--- src/rtl/tcm_pkg.sv ---
// Shared definitions for the TCM port arbiter.
//   TCM_SIZE     byte size of the TCM window (128KB)
//   TCM_WORD_AW  width of the RAM 64-bit word address
//   LANE_BIT     byte-address bit that selects the upper 32-bit lane
//   port_e       port identifiers used by the arbiter and response stage
//   lane_be      steers 4 port byte enables onto the 8 RAM byte enables
package tcm_pkg;

    localparam logic [31:0] TCM_SIZE    = 32'h0002_0000;
    localparam int unsigned TCM_WORD_AW = 14;
    localparam int unsigned LANE_BIT    = 2;
    localparam int unsigned WORD_LSB    = 3;

    typedef enum logic {
        PORT_A = 1'b0,
        PORT_B = 1'b1
    } port_e;

    function automatic logic [7:0] lane_be(input logic hi, input logic [3:0] be);
        return hi ? {be, 4'b0000} : {4'b0000, be};
    endfunction

endpackage

--- src/rtl/tcm_port_arb_rr.sv ---
// Two-way round-robin arbiter. The priority pointer moves only when both
// ports request in the same cycle; a lone requester is granted directly.
//   clk_i, rst_i        clock, synchronous active-high reset
//   req_a_i, req_b_i    request from port A / port B
//   gnt_a_o, gnt_b_o    one-hot (or zero) grant; forced 0 during reset
module tcm_port_arb_rr
    import tcm_pkg::*;
(
    input  logic clk_i,
    input  logic rst_i,
    input  logic req_a_i,
    input  logic req_b_i,
    output logic gnt_a_o,
    output logic gnt_b_o
);

    // Port favoured on the next contended cycle.
    port_e prio_q, prio_d;

    always_ff @(posedge clk_i) begin
        if (rst_i) begin
            prio_q <= PORT_A;
        end else begin
            prio_q <= prio_d;
        end
    end

    always_comb begin
        gnt_a_o = 1'b0;
        gnt_b_o = 1'b0;
        prio_d  = prio_q;
        if (!rst_i) begin
            if (req_a_i && req_b_i) begin
                if (prio_q == PORT_A) begin
                    gnt_a_o = 1'b1;
                    prio_d  = PORT_B;
                end else begin
                    gnt_b_o = 1'b1;
                    prio_d  = PORT_A;
                end
            end else begin
                gnt_a_o = req_a_i;
                gnt_b_o = req_b_i;
            end
        end
    end

endmodule

--- src/rtl/tcm_port_arb.sv ---
// Arbitrates two 32-bit request/response ports onto one 64-bit TCM RAM port.
// Steers 32-bit data/byte enables into the correct RAM lane, range-checks
// addresses against the TCM window, and returns a tagged ack one cycle after
// accept, aligned with the RAM's registered read data.
//   a_* / b_*        port A (core data) / port B (loader/DMA) request/response
//   ram_addr_o       RAM 64-bit word address
//   ram_data_wr_o    RAM write data (32-bit word replicated on both lanes)
//   ram_wr_o         RAM byte write enables
//   ram_data_rd_i    RAM read data, valid 1 cycle after the address
module tcm_port_arb
    import tcm_pkg::*;
#(
    parameter logic [31:0] TCM_BASE = 32'h8000_0000,
    parameter int unsigned TAG_W    = 11
) (
    input  logic                   clk_i,
    input  logic                   rst_i,

    input  logic                   a_rd_i,
    input  logic [3:0]             a_wr_i,
    input  logic [31:0]            a_addr_i,
    input  logic [31:0]            a_data_wr_i,
    input  logic [TAG_W-1:0]       a_tag_i,
    output logic                   a_accept_o,
    output logic                   a_ack_o,
    output logic                   a_error_o,
    output logic [31:0]            a_data_rd_o,
    output logic [TAG_W-1:0]       a_resp_tag_o,

    input  logic                   b_rd_i,
    input  logic [3:0]             b_wr_i,
    input  logic [31:0]            b_addr_i,
    input  logic [31:0]            b_data_wr_i,
    input  logic [TAG_W-1:0]       b_tag_i,
    output logic                   b_accept_o,
    output logic                   b_ack_o,
    output logic                   b_error_o,
    output logic [31:0]            b_data_rd_o,
    output logic [TAG_W-1:0]       b_resp_tag_o,

    output logic [TCM_WORD_AW-1:0] ram_addr_o,
    output logic [63:0]            ram_data_wr_o,
    output logic [7:0]             ram_wr_o,
    input  logic [63:0]            ram_data_rd_i
);

    logic a_req, b_req, gnt_a, gnt_b, gnt_any;

    assign a_req = a_rd_i | (|a_wr_i);
    assign b_req = b_rd_i | (|b_wr_i);

    tcm_port_arb_rr u_rr (
        .clk_i   (clk_i),
        .rst_i   (rst_i),
        .req_a_i (a_req),
        .req_b_i (b_req),
        .gnt_a_o (gnt_a),
        .gnt_b_o (gnt_b)
    );

    assign a_accept_o = gnt_a;
    assign b_accept_o = gnt_b;
    assign gnt_any    = gnt_a | gnt_b;

    // Granted request mux.
    logic [31:0]      sel_addr, sel_wdata, offset;
    logic [3:0]       sel_wr;
    logic [TAG_W-1:0] sel_tag;
    logic             in_range;

    always_comb begin
        sel_addr  = gnt_b ? b_addr_i    : a_addr_i;
        sel_wdata = gnt_b ? b_data_wr_i : a_data_wr_i;
        sel_wr    = gnt_b ? b_wr_i      : a_wr_i;
        sel_tag   = gnt_b ? b_tag_i     : a_tag_i;
    end

    // Modulo-2^32 subtraction makes addresses below the base wrap to a large
    // offset, so one unsigned compare covers both window edges.
    assign offset   = sel_addr - TCM_BASE;
    assign in_range = offset < TCM_SIZE;

    always_comb begin
        ram_addr_o    = '0;
        ram_data_wr_o = '0;
        ram_wr_o      = '0;
        if (gnt_any && in_range) begin
            ram_addr_o    = offset[16:WORD_LSB];
            ram_data_wr_o = {sel_wdata, sel_wdata};
            ram_wr_o      = lane_be(sel_addr[LANE_BIT], sel_wr);
        end
    end

    // Response stage, aligned with the RAM's registered read data.
    logic             resp_valid_q, resp_valid_d;
    port_e            resp_port_q, resp_port_d;
    logic [TAG_W-1:0] resp_tag_q, resp_tag_d;
    logic             resp_hi_q, resp_hi_d;
    logic             resp_err_q, resp_err_d;

    always_comb begin
        resp_valid_d = gnt_any;
        resp_port_d  = gnt_b ? PORT_B : PORT_A;
        resp_tag_d   = sel_tag;
        resp_hi_d    = sel_addr[LANE_BIT];
        resp_err_d   = !in_range;
    end

    always_ff @(posedge clk_i) begin
        if (rst_i) begin
            resp_valid_q <= 1'b0;
            resp_port_q  <= PORT_A;
            resp_tag_q   <= '0;
            resp_hi_q    <= 1'b0;
            resp_err_q   <= 1'b0;
        end else begin
            resp_valid_q <= resp_valid_d;
            resp_port_q  <= resp_port_d;
            resp_tag_q   <= resp_tag_d;
            resp_hi_q    <= resp_hi_d;
            resp_err_q   <= resp_err_d;
        end
    end

    // Gating on rst_i drops a response already registered when reset arrives.
    logic        ack_live, ack_a, ack_b;
    logic [31:0] rdata;

    assign ack_live = resp_valid_q && !rst_i;
    assign ack_a    = ack_live && (resp_port_q == PORT_A);
    assign ack_b    = ack_live && (resp_port_q == PORT_B);
    assign rdata    = resp_err_q ? 32'h0 :
                      (resp_hi_q ? ram_data_rd_i[63:32] : ram_data_rd_i[31:0]);

    always_comb begin
        a_ack_o      = ack_a;
        a_error_o    = ack_a && resp_err_q;
        a_data_rd_o  = ack_a ? rdata : '0;
        a_resp_tag_o = ack_a ? resp_tag_q : '0;
        b_ack_o      = ack_b;
        b_error_o    = ack_b && resp_err_q;
        b_data_rd_o  = ack_b ? rdata : '0;
        b_resp_tag_o = ack_b ? resp_tag_q : '0;
    end

endmodule
--- config.mk ---
export PLATFORM = sky130hd
export DESIGN_NAME = tcm_port_arb
export DESIGN_NICKNAME = d
export VERILOG_FILES = /design/src/rtl/tcm_pkg.sv /design/src/rtl/tcm_port_arb_rr.sv /design/src/rtl/tcm_port_arb.sv
export SDC_FILE = /design/constraint.sdc
export NUM_CORES = 1
export LEC_CHECK = 0
export BUFFER_PORTS_ARGS = -buffer_cell sky130_fd_sc_hd__buf_4
export CAP_MARGIN = 40
export CORE_AREA = 2 2 158 160
export CTS_BUF_LIST = sky130_fd_sc_hd__clkbuf_4
export CTS_CLUSTER_DIAMETER = 50
export DETAILED_ROUTE_END_ITERATION = 6
export DIE_AREA = 0 0 160 162
export RECOVER_POWER = 25
export SYNTH_ARGS = -nofsm -noshare
export SYNTH_HDL_FRONTEND = slang
export SYNTH_SLANG_ARGS = --single-unit
export TNS_END_PERCENT = 5
--- constraint.sdc ---
create_clock -name clk_i -period 1.8 [get_ports clk_i]
set_input_delay 0 -clock clk_i [delete_from_list [all_inputs] [get_ports clk_i]]
set_output_delay 0 -clock clk_i [all_outputs]
set_load 0.005 [all_outputs]
# Yosys cells after proc, flatten, opt, wreduce, memory -nomap -nowiden
# Index checks and enable logic that the tools add are counted.
# word_totals
ff_bits,16
input_bits,226
output_inout_bits,178
wordCells,44
# classes
addsub,1
order_cmp,1
muxes,21
n_bitwise,4
reduce_logical,11
# ops
cell,count
$mux W32,6
$mux W64,1
$mux W11,3
$lt A32 B18 Y1 const B,1
$sub A32 B32 Y32 const B,1
$mux W8,2
$mux W14,1
$reduce_or A4 Y1,2
$logic_and A1 B1 Y1,7
$mux W1,7
$mux W4,1
$or A1 B1 Y1,3
$logic_not A1 Y1,2
$not A1 Y1,1

# Depth between registers and ports, before layout
# Gate-level depths: netlist of run 1.
# logic_depth
depth_word,10
ltp_mapped,8

# Cells and area by module
# From an unflattened synthesis of run 1, not the netlist that was laid out.
# hier_totals
cells_unflattened,375
hier_area_um2,2552.4
# modules_own_cells
module,instances,cells_each,area_per_inst_um2,seq_area_each_um2
tcm_port_arb,1,367,2481.1,300.3
tcm_port_arb_rr,1,8,71.3,20.0

# Least setup slack after synthesis of run 1
# Ideal clock, no wire load.
# synth_timing
path_kind,input to output
from,in b_wr_i[0]
to,out ram_data_wr_o[59]
arrival_time_ps,1616
t_required_ps,1800
setup_slack_ps,184
stages,8
n_path_buf,4
path_cell_list,or4_1 > buf_2 > o21ai_2 > buf_2 > buf_4 > o211ai_1 > a21oi_1 > buf_4
# synth_between
elab_chain_len,10
# synth_rtl
item,line,text
start: declaration,tcm_port_arb.sv:31,"input logic [3:0] b_wr_i,"
$reduce_or A4 Y1 *,tcm_port_arb.sv:50,assign b_req = b_rd_i | (|b_wr_i);
$or A1 B1 Y1 *,tcm_port_arb.sv:50,
$logic_and A1 B1 Y1,tcm_port_arb_rr.sv:33,if (req_a_i && req_b_i) begin
$mux W1,tcm_port_arb_rr.sv:33,
$mux W1,tcm_port_arb_rr.sv:32,if (!rst_i) begin
$mux W32,tcm_port_arb.sv:72,sel_addr = gnt_b ? b_addr_i : a_addr_i;
$sub A32 B32 Y32,tcm_port_arb.sv:80,assign offset = sel_addr - TCM_BASE;
$lt A32 B18 Y1,tcm_port_arb.sv:81,assign in_range = offset < TCM_SIZE;
$logic_and A1 B1 Y1,tcm_port_arb.sv:87,if (gnt_any && in_range) begin
$mux W64 *,tcm_port_arb.sv:87,
end: declaration,tcm_port_arb.sv:42,"output logic [63:0] ram_data_wr_o,"
# Every way passes the cells marked *; elsewhere a longest branch is shown, timed or not.

# Worst setup path after layout of run 1
# layout_timing
from,in b_wr_i[1]
to,out ram_data_wr_o[60]
# The elaborated chain is that of the path after synthesis.

==> run summary, run 1 <==
run status: finished, final reports clean
Slew Limit Fails: 0
Mapped Cells: 480
Synth Net Count: 706
PortBufs: 399
Synth warnings: 0
clk_skew: 0.00886 ns
Final Util: 28.2%
number of global-route vias before repair: 5204
Num CTS Buffers: 3
Final ANT Viol Nets: 0
routed len/inst: 17.0 µm
flop2flop setup slack: 0.57 ns
leading area contributor after synthesis: o211ai_1
first-pass GRT wire length: 29100 µm
GP Congestion: 0.848
Die ar.: 25900 µm²
initial core utilization: 13.1%
Tcrit/Tclk final: 97.5%
most common cell after layout, fill and taps aside: buf_4
final net count: 1077
relative slew slack: 60.4%
Yosys reg bits: 16
Mapped Avg Cell Area: 6.60 µm²
Lkg Pwr: 3.05 nW
final WL: 20000 µm
async set-reset flop share out of synthesis: 0%
core area: 24100 µm²
Critical Path RT: 1.80 ns
# rows: 57
crit-path max FO: 26
Slew @ Worst Pin: 0.594 ns
Clock Sinks: 16
Max-Cap Viols: 0
power density over the cells: 248 nW/µm²
Period minus WS final: 1.76 ns
critical path class: input port to output port
most frequent cells in the layout: 419 x buf_4, 67 x nor3_1, 59 x o211ai_1, 53 x nand4_1, 49 x a21oi_1
CP Launch Type: input port
unrepaired setup endpoints after global routing: yes
sequential element share of the synthesized area: 10.1%
Die H: 162 µm
Vias: 5344
Detailed Routing Iterations Pass 1: 4
DP HPWL: 16000 µm
clk slew on worst S/H paths: 0.09 ns
Netlist Area Pre-Place: 3170 µm²
DRC viols: 0
fin area: 6810 µm²
synth top area cells: o211ai_1 14%, nor3_1 11%, nand4_1 10%
initial antenna violation count: 2
area post-placement: 6510 µm²
final hold viol count: 0
peak supply drop: 157 µV
fraction of layout cells with a size suffix above 1: 54.0%
# IOs: 404
CTS Buffer Depth: 2
CP endpoint kind: output port
Congestion Overflow GR: 0
vias per cell: 4.55
GRT Total Usage: 13.9%
P&R area growth vs syn: 115%
fmax: 570 MHz
DRT iter0 DRCs: 315
top cell type's share of synthesized area: 14.0%
Die W: 160 µm
CP Data Arrival Time: 1.76 ns
Post-synth EDFFs: 0
min-delay worst type: input port to flip-flop
Layout fillers: 2634
CTS tree: yes
Clock Tree Root: clkbuf_4
Synth Flop Type: dfxtp_1
# setup viols final: 0
largest net degree at the start of global routing: 56
Clk Latency, worst-skew pair: 0.29 ns
synth unique cells: 33
H-tree depth: 1
[cell usage after synthesis, drive strengths merged, types with 3 or more instances]
| master | count |
|---|---|
| nor3 | 67 |
| o21ai | 4 |
| o2111ai | 6 |
| nand3 | 14 |
| clkbuf | 49 |
| nor2 | 4 |
| nand2 | 12 |
| and2 | 27 |
| mux2i | 32 |
| nor4 | 5 |
| o211ai | 59 |
| nand4 | 53 |
| buf | 49 |
| nor2b | 3 |
| dfxtp | 16 |
| a21oi | 57 |
| inv | 6 |
[cell type report]
class | instances | area (µm²) | share of cell area (%)
Antenna cell | 1 | 2.50 | 0.0368
Clock buffer | 3 | 22.5 | 0.331
Clock inverter | 1 | 3.75 | 0.0551
Inverter | 7 | 26.3 | 0.386
Multi-Input combinational cell | 359 | 2340 | 34.4
Sequential cell | 16 | 323 | 4.74
Tap cell | 324 | 405 | 5.95
Timing Repair Buffer | 464 | 3690 | 54.1
[cells by family after synthesis]
| group | synth area share, % |
|---|---|
| buffers and inverters | 17.8 |
| AND/OR/NAND/NOR | 34.3 |
| flip-flops | 10.1 |
| AO/OA/AOI/OAI | 27.7 |
| multiplexers | 10.1 |
[report_power, final]
part	total (W)	internal, W	switching [W]
combinational	0.00108	0.000582	0.000495
sequential	0.000411	0.000386	0.0000255
clock	0.000200	0.0000806	0.000120
[critical path, stage by stage]
cell	delay, ns
buf_4	0.11
or4_4	0.51
buf_6	0.15
o41ai_4	0.37
buf_12	0.23
buf_12	0.16
a21oi_1	0.06
buf_4	0.14
[through the flow]
| step | total power [W] | std cells | hold WS [ns] | worst slack, ns | setup TNS [ns] |
|---|---|---|---|---|---|
| after detailed placement | 0.00144 | 1147 | 0.179 | -0.0324 | -0.289 |
| final | 0.00169 | 1175 | 0.0261 | 0.0449 | 0 |
| after global placement | 0.00143 | 1147 | 0.176 | -0.0340 | -0.451 |
| after CTS | 0.00170 | 1174 | 0.00430 | 0.00385 | 0 |
| after floorplan | 0.000779 | 480 | 0.0691 | 0.184 | 0 |
| after global routing | 0.00179 | 1174 | 0.0295 | -0.0102 | -0.0596 |
[final timing paths]
| path | to | from | cells past startpoint |
|---|---|---|---|
| worst min register to register | u_rr.prio_q | u_rr.prio_q | 2 |
| worst max register to register | resp_err_q | u_rr.prio_q | 4 |
| worst max-delay path | ram_data_wr_o[60] | b_wr_i[1] | 8 |
| worst min-delay path | resp_hi_q | b_addr_i[2] | 3 |
[per-layer routing]
metal  share of wire [%]  vias up  GRT usage, %
met3                 9.5       28          3.78
li1                    -     2547             -
met2                  50      318          25.7
met5               0.050        -             0
met1                  38     2449          15.9
met4                 2.3        2          2.95
[registers in the layout (all words and copies together), names as in the netlist]
| register | count |
|---|---|
| resp_hi_q | 1 |
| resp_err_q | 1 |
| resp_tag_q | 11 |
| resp_valid_q | 1 |
| u_rr.prio_q | 1 |
| resp_port_q | 1 |
[repair_timing]
| item | in CTS | in global routing |
|---|---|---|
| buffers inserted | 0 | 0 |
| endpoints found under the setup margin | 21 | 36 |
| pin swaps | 0 | 6 |
| endpoints found under the hold margin | 13 | 0 |
| hold buffers | 23 | 0 |
| gates resized for setup | 4 | 9 |
Note: power is estimated with default switching activity, not from simulation.
==> run 2, diff against run 1 <==
- BUFFER_PORTS_ARGS: -buffer_cell sky130_fd_sc_hd__buf_4 -> -buffer_cell sky130_fd_sc_hd__buf_2
- RECOVER_POWER: 25 -> 50
- SLEW_MARGIN: unset -> 25
==> run 2 against run 1 <==
- first-iteration DRC count fell by 26%
- power fell by 11%
- largest power group unchanged
- core utilization fell by 4.8 points
==> run summary, run 2 (same netlist as run 1, synthesis figures left out) <==
PortBufs: 399 (unchanged)
initial antenna violation count: 5 (+3)
Worst path max stage delay: 0.59 ns (+0.08 ns)
Lkg Pwr: 2.81 nW (-7.7%)
# IOs: 404 (unchanged)
power density over the cells: 266 nW/µm² (+7.5%)
Die ar.: 25900 µm² (unchanged)
Clock Tree Root: clkbuf_4
DP HPWL: 14900 µm (-6.8%)
Layout fillers: 2759 (+4.7%)
most common cell after layout, fill and taps aside: buf_2
GP Congestion: 0.830 (-2.1%)
area post-placement: 5340 µm² (-18%)
clk slew on worst S/H paths: 0.10 ns (about the same)
largest net degree at the start of global routing: 68 (+21%)
peak supply drop: 211 µV (+35%)
final WL: 19500 µm (-2.6%)
Critical path buffers and inverters: 3 (-2)
Placed Instances: 1127 (-1.7%)
unrepaired setup endpoints after global routing: yes
number of global-route vias before repair: 5055 (-2.9%)
Cell Chain, Critical Path: buf_2 -> or4_4 -> o41ai_4 -> bufbuf_16 -> a21oi_1 -> buf_2
CP Launch Type: input port
clk_skew: 0.00617 ns (-0.00269 ns)
CP Data Arrival Time: 1.72 ns (-0.04 ns)
Slew @ Worst Pin: 0.414 ns (-0.180 ns)
initial core utilization: 13.1% (unchanged)
crit-path max FO: 24 (-7.7%)
Slew Limit Fails: 0 (unchanged)
final net count: 1059 (-1.7%)
Reg with most FFs: resp_tag_q
# rows: 57 (unchanged)
CTS tree: yes
Final ANT Viol Nets: 0 (unchanged)
Num CTS Buffers: 3 (unchanged)
Worst path most repeated cell: buf_2
# setup viols final: 0 (unchanged)
slowest CP cell: or4_4
Die H: 162 µm (unchanged)
Congestion Overflow GR: 0 (unchanged)
vias per cell: 4.54 (about the same)
CTS Buffer Depth: 2 (unchanged)
Non-Filler Instances: 1159 (-1.4%)
Clock Sinks: 16 (unchanged)
fmax: 582 MHz (+2.1%)
Tcrit/Tclk final: 95.5% (-2.0 points)
run status: finished, final reports clean
relative slew slack: 71.6% (+11 points)
GRT Total Usage: 13.8% (-0.080 points)
Worst path top cell family by delay: buffers and inverters
most frequent cells in the layout: 399 x buf_2, 67 x nor3_1, 59 x o211ai_1, 55 x a21oi_1, 53 x nand4_1
final hold viol count: 0 (unchanged)
Detailed Routing Iterations Pass 1: 4 (unchanged)
post-route setup slack: 0.0810 ns (+0.0362 ns)
Setup WS pre-CTS: -0.00987 ns (+0.0225 ns)
core area: 24100 µm² (unchanged)
Final Util: 23.5% (-4.8 points)
routed len/inst: 16.8 µm (-1.3%)
CP endpoint kind: output port
Critical Path RT: 1.80 ns (about the same)
first-pass GRT wire length: 28600 µm (-1.4%)
Largest register FFs: 11 (unchanged)
Die W: 160 µm (unchanged)
P&R area growth vs syn: 78.4%
critical path class: input port to output port
fraction of layout cells with a size suffix above 1: 52.8% (-1.2 points)
Vias: 5266 (-1.5%)
min-delay worst type: input port to flip-flop
Clk Latency, worst-skew pair: 0.29 ns (about the same)
DRC viols: 0 (unchanged)
Period minus WS final: 1.72 ns (-0.0362 ns)
DRT iter0 DRCs: 232 (-26%)
H-tree depth: 1 (unchanged)
Worst Hold Slack: 0.0318 ns (+0.00568 ns)
Max-Cap Viols: 0 (unchanged)
fin area: 5660 µm² (-17%)
-- run 2: cell count changes in the layout (fill, tap and decap cells not counted), sizes merged --
| cell | delta |
|---|---|
| buf | -12 |
| clkbuf | -7 |
| diode | +2 |
| bufbuf | +1 |
-- run 2: repair_timing --
| item | in CTS | in global routing |
|---|---|---|
| hold buffers | 23 | 0 |
| cloned | 1 | 0 |
| hold endpoints to repair | 13 | 0 |
| pin swaps | 1 | 2 |
| gates resized for setup | 1 | 4 |
| setup buffers | 1 | 0 |
| setup endpoints to repair | 1 | 96 |
-- run 2: layer usage --
metal	global-route usage (%)	up-vias	wire length, µm
li1	-	2515	-
met1	15.7	2415	7430
met2	26.4	314	9900
met3	3.75	18	1920
met4	1.64	4	196
met5	0	-	27
-- run 2: final timing paths --
kind | from | to | slack, ns | depth (start not counted)
hold / removal | b_addr_i[2] | resp_hi_q | 0.03 | 3
setup / recovery | b_wr_i[3] | ram_addr_o[13] | 0.08 | 6
setup reg to reg | u_rr.prio_q | resp_tag_q[7] | 0.12 | 5
hold reg to reg | u_rr.prio_q | u_rr.prio_q | 0.54 | 2
-- run 2: power breakdown --
| group | internal, W | switching (W) | total (W) |
|---|---|---|---|
| sequential | 0.000386 | 0.0000301 | 0.000416 |
| combinational | 0.000411 | 0.000479 | 0.000890 |
| clock | 0.0000806 | 0.000120 | 0.000201 |
| total | 0.000878 | 0.000629 | 0.00151 |
-- run 2: worst register-to-register path, cell delays in order (launching register included) --
cell and delay (ns):
dfxtp_2 0.37, a21o_2 0.22, buf_4 0.23, nand3_1 0.13, nand2_1 0.06, dlygate4sd3_1 0.57
-- run 2: through the flow --
step	power, W	setup TNS [ns]
floorplan	0.000779	0
global placement	0.00123	0
detailed placement	0.00124	-0.00987
CTS	0.00151	0
global route	0.00162	-0.0386
finish	0.00151	0
-- run 2: layout make-up --
type	instances	area (µm²)	area share, %
Clock buffer	3	22.5	0.398
Inverter	7	26.3	0.465
Tap cell	324	405	7.17
Antenna cell	3	7.51	0.133
Multi-Input combinational cell	359	2320	41.0
Timing Repair Buffer	446	2540	45.0
Sequential cell	16	324	5.73
Clock inverter	1	3.75	0.0664
